### config.mk
export PLATFORM = sky130hd
export DESIGN_NAME = branch_predictor
export DESIGN_NICKNAME = d
export VERILOG_FILES = /design/src/rtl/branch_predictor.sv
export SDC_FILE = /design/constraint.sdc
export NUM_CORES = 1
export LEC_CHECK = 0
export CAP_MARGIN = 20
export CORE_MARGIN = 2
export CORE_UTILIZATION = 38
export CTS_CLUSTER_SIZE = 28
export DETAILED_ROUTE_END_ITERATION = 10
export MAX_ROUTING_LAYER = met4
export PLACE_DENSITY = 0.69
export SYNTH_ARGS = -nofsm -noshare
export SYNTH_HDL_FRONTEND = slang
export SYNTH_SLANG_ARGS = --single-unit
### constraint.sdc
create_clock -name clk -period 6.79 [get_ports clk]
set_clock_uncertainty 0.05 [all_clocks]
set_input_delay 1.358 -clock clk [delete_from_list [all_inputs] [get_ports clk]]
set_output_delay 1.358 -clock clk [all_outputs]
set_load 0.1 [all_outputs]
### src/rtl/branch_predictor.sv
// branch_predictor: bimodal direction predictor built from a table of 2-bit
// saturating counters, with a registered prediction port, an update port
// driven by the execute stage, and branch/mispredict statistics.
//
// Ports:
//   clk, rst          - clock; synchronous active-high reset
//   pred_valid/pc     - prediction request (one per cycle)
//   pred_resp/taken   - registered prediction, valid one cycle after request
//   upd_valid/pc      - resolved-branch update strobe and branch PC
//   upd_br_en         - actual outcome (1 = taken)
//   upd_pred_taken    - prediction that was used for the resolved branch
//   mispredict        - one-cycle pulse after a mispredicted update
//   branch_count      - saturating count of accepted updates
//   mispredict_count  - saturating count of accepted mispredicted updates
module branch_predictor #(
  parameter int unsigned IDX_BITS = 4
) (
  input  logic        clk,
  input  logic        rst,
  input  logic        pred_valid,
  input  logic [31:0] pred_pc,
  output logic        pred_resp,
  output logic        pred_taken,
  input  logic        upd_valid,
  input  logic [31:0] upd_pc,
  input  logic        upd_br_en,
  input  logic        upd_pred_taken,
  output logic        mispredict,
  output logic [31:0] branch_count,
  output logic [31:0] mispredict_count
);

  localparam int unsigned ENTRIES  = 32'(1) << IDX_BITS;
  localparam logic [1:0]  CTR_WNT  = 2'b01;
  localparam logic [1:0]  CTR_MAX  = 2'b11;
  localparam logic [1:0]  CTR_MIN  = 2'b00;
  localparam logic [31:0] STAT_MAX = 32'hFFFF_FFFF;

  logic [1:0]          pht [ENTRIES];
  logic [IDX_BITS-1:0] pred_idx_c;
  logic [IDX_BITS-1:0] upd_idx_c;
  logic [1:0]          upd_cur_c;
  logic [1:0]          upd_next_c;
  logic [1:0]          pred_ctr_c;
  logic                mis_c;
  logic                unused_pc_bits;

  // Word-aligned PC bits select the table entry; the rest alias freely.
  assign pred_idx_c = pred_pc[IDX_BITS+1:2];
  assign upd_idx_c  = upd_pc[IDX_BITS+1:2];
  assign unused_pc_bits = ^{pred_pc[31:IDX_BITS+2], pred_pc[1:0],
                            upd_pc[31:IDX_BITS+2], upd_pc[1:0]};

  assign mis_c = upd_valid && (upd_br_en != upd_pred_taken);

  // Next counter value for the updated entry, and the prediction source with
  // same-index bypass so a request sees the update landing this cycle.
  always_comb begin
    upd_cur_c  = pht[upd_idx_c];
    upd_next_c = upd_cur_c;
    if (upd_br_en) begin
      if (upd_cur_c != CTR_MAX) upd_next_c = upd_cur_c + 2'd1;
    end else begin
      if (upd_cur_c != CTR_MIN) upd_next_c = upd_cur_c - 2'd1;
    end

    pred_ctr_c = pht[pred_idx_c];
    if (upd_valid && (upd_idx_c == pred_idx_c)) pred_ctr_c = upd_next_c;
  end

  // Pattern history table storage.
  always_ff @(posedge clk) begin
    if (rst) begin
      for (int unsigned i = 0; i < ENTRIES; i++) begin
        pht[IDX_BITS'(i)] <= CTR_WNT;
      end
    end else if (upd_valid) begin
      pht[upd_idx_c] <= upd_next_c;
    end
  end

  // Registered prediction response.
  always_ff @(posedge clk) begin
    if (rst) begin
      pred_resp  <= 1'b0;
      pred_taken <= 1'b0;
    end else begin
      pred_resp  <= pred_valid;
      pred_taken <= pred_valid && pred_ctr_c[1];
    end
  end

  // Mispredict pulse and saturating statistics.
  always_ff @(posedge clk) begin
    if (rst) begin
      mispredict       <= 1'b0;
      branch_count     <= 32'd0;
      mispredict_count <= 32'd0;
    end else begin
      mispredict <= mis_c;
      if (upd_valid && (branch_count != STAT_MAX)) begin
        branch_count <= branch_count + 32'd1;
      end
      if (mis_c && (mispredict_count != STAT_MAX)) begin
        mispredict_count <= mispredict_count + 32'd1;
      end
    end
  end

endmodule

==> metrics.txt <==
final setup vio count 0; sw power 307 uW; n_diodes 0; Cell Area, Synth 5310 um2; fmax 260 MHz; Die W 122 um; vias per cell 5.72; Max Root-Sink Buffers 2; Post-synth EDFFs 32; Detailed Routing Iterations Pass 1 5; ANT nets after route 0; Die H 122 um; htree depth 3; largest net degree at the start of global routing 90; # hold bufs at CTS 0; Slew Viols, Final 0; worst min-delay path category reg -> reg; Worst-Margin Slew 1.11 ns; normalized max-slew margin 25.4%; FFs w/ async S/R, synth 0%; Seq/Total Area, Yosys 43.4%; CP Capture Type flip-flop; Clk pin slew, worst setup/hold paths 0.07 ns; Worst VDD drop 0.000111 V; first-pass GRT wire length 21,700 um; Cell variety after synth 54; synthesized flop and latch total 99; Mapped Avg Cell Area 9.43 um2; Req. time, crit path 6.80 ns; Post-Synthesis Cells 563; type of the worst setup path in -> reg; Clk Latency, worst-skew pair 0.35 ns; YS warnings 0; Power Total 1.22 mW; grt total ovfl 0; Worst Path Max Fanout 16; Starting Density 38.5%; GP Congestion 0.871; Clock Root Buffer clkbuf_16; wire length per cell after detailed routing 16.2 um; io pins 137; WL final 13,200 um; Max-cap violations 0; Lkg Pwr 1.93 nW; HPWL after detailed placement 9290 um; Port Buffer Count 80; layout cells sized above 1 9.46%; Layout fillers 1,328; PostCTS Resize Cnt 0; Core Region 13,800 um2; Seq pwr share 51.2%; Core Rows 43; Switching Fraction 25.1%; initial antenna violation count 0; Main synth FF type dfxtp_1; Residual DRC 0; Internal 918 uW; vias 4,660; RSZ-0062 raised after global routing no; CTS Sinks 99; Final #Nets 701; Layout area overhead 21.6%; syn_nets 635; status complete, no violations; final setup TNS 0 ns; period utilization 56.6%; CTS tree yes; GR Util All Layers 18.7%; Clk pwr share 39.5%; vias in the first global route 4,531; Gate power share 9.3%; Pwr Density 190 nW/um2; fin crit period 3.84 ns; Setup crit start kind input pin; Reg2Reg Setup Slack 4.11 ns; final hold vios 0; CP arrival 3.85 ns; initial drt markers 266; CTS buffer count 9; # Post-CTS Setup Buffers 0; area of the die 14,900 um2
[placed cells by master (no fill, tap or decap), drive strengths merged, types with 2 or more instances in the layout]
master	count
a21oi	47
and2	2
and3	11
and4	11
buf	3
clkbuf	13
clkdlybuf4s50	79
dfxtp	67
edfxtp	32
ha	2
inv	11
maj3	2
mux2	6
mux2i	2
mux4	13
nand2	42
nand2b	14
nand3	39
nand4	22
nor2	40
nor2b	11
nor3	14
nor3b	3
nor4	13
o21ai	26
o21ba	2
o31a	2
o31ai	21
o41ai	2
or2	9
or3	31
or4	16
xnor2	4
xor2	10
[worst max-delay path, cell delays in order]
cell and delay (ns):
clkdlybuf4s50_1 0.96, mux4_1 0.66, a22oi_1 0.16, and3_2 0.26, maj3_4 0.32, nand4_1 0.11
[Yosys cell counts, types with 12 or more instances]
cell,count,area (um2)
nor2_1,39,146
o31ai_1,20,150
edfxtp_1,32,961
nand3_1,39,195
nand2_1,42,158
nor3_1,12,60.1
clkbuf_1,13,48.8
a21oi_1,47,235
o21ai_0,26,130
or3_1,31,194
mux4_2,12,270
dfxtp_1,67,1340
or4_1,16,120
nand4_1,19,119
nand2b_1,14,87.6
[final timing paths]
check / start / to / cells past startpoint
max reg2reg: mispredict_count[0] / mispredict_count[31] / 5
min reg2reg: mispredict_count[4] / mispredict_count[4] / 2
min: mispredict_count[4] / mispredict_count[4] / 2
max: upd_pc[2] / pht[12][0] / 6
[power groups by stage]
stage	logic, mW	registers (mW)	clock network, mW
floorplan	0.0670	0.660	0
global placement	0.112	0.639	0
detailed placement	0.114	0.640	0
CTS	0.115	0.627	0.492
global route	0.122	0.628	0.514
finish	0.114	0.627	0.484
[layer usage]
layer	track usage, %	part of all wire [%]	vias to the layer above
met5	-	0	-
met4	7.47	2.2	0
met2	30.3	49	117
met3	4.35	6.0	19
li1	-	-	2280
met1	22.6	43	2244
[kinds of logic (layout without fill, tap and decap cells)]
logic type / Yosys count / count (layout) / synth area share [%]
AOI/OAI and AO/OA: 108 / 108 / 12.5
xor gates and xnor gates: 14 / 14 / 2.31
adders and majority gates: 4 / 4 / 0.990
buffers and inverters: 37 / 108 / 3.80
DFF: 99 / 99 / 43.4
muxes: 21 / 21 / 7.24
and+or+nand+nor: 280 / 280 / 29.8
[flip-flops by register name, summed over array words and instances, names as in the netlist]
| register | cells |
|---|---|
| pred_resp | 1 |
| mispredict_count | 32 |
| branch_count | 32 |
| mispredict | 1 |
| pht | 32 |
| pred_taken | 1 |
[stage by stage]
step                area (um2)  util, %  setup WS [ns]  std cells  hold WS (ns)
finish                    6450     46.8           2.95        814         0.454
global route              6450     46.8           2.79        814         0.476
CTS                       6450     46.8           2.93        814         0.452
detailed placement        6180     44.9           2.56        798         0.442
global placement          6180     44.9           2.65        798         0.424
floorplan                 5310        -           3.68        563         0.825
[layout make-up]
cell class / instances / area (um2) / share of cell area [%]
well taps: 180 / 225 / 3.49
flip-flops and latches: 99 / 2300 / 35.7
inverters: 10 / 37.5 / 0.582
repair buffers: 82 / 811 / 12.6
clock buffers: 13 / 250 / 3.88
multi-input cells: 427 / 2800 / 43.5
clock inverters: 3 / 22.5 / 0.349
Note: power is estimated with default switching activity, not from simulation.
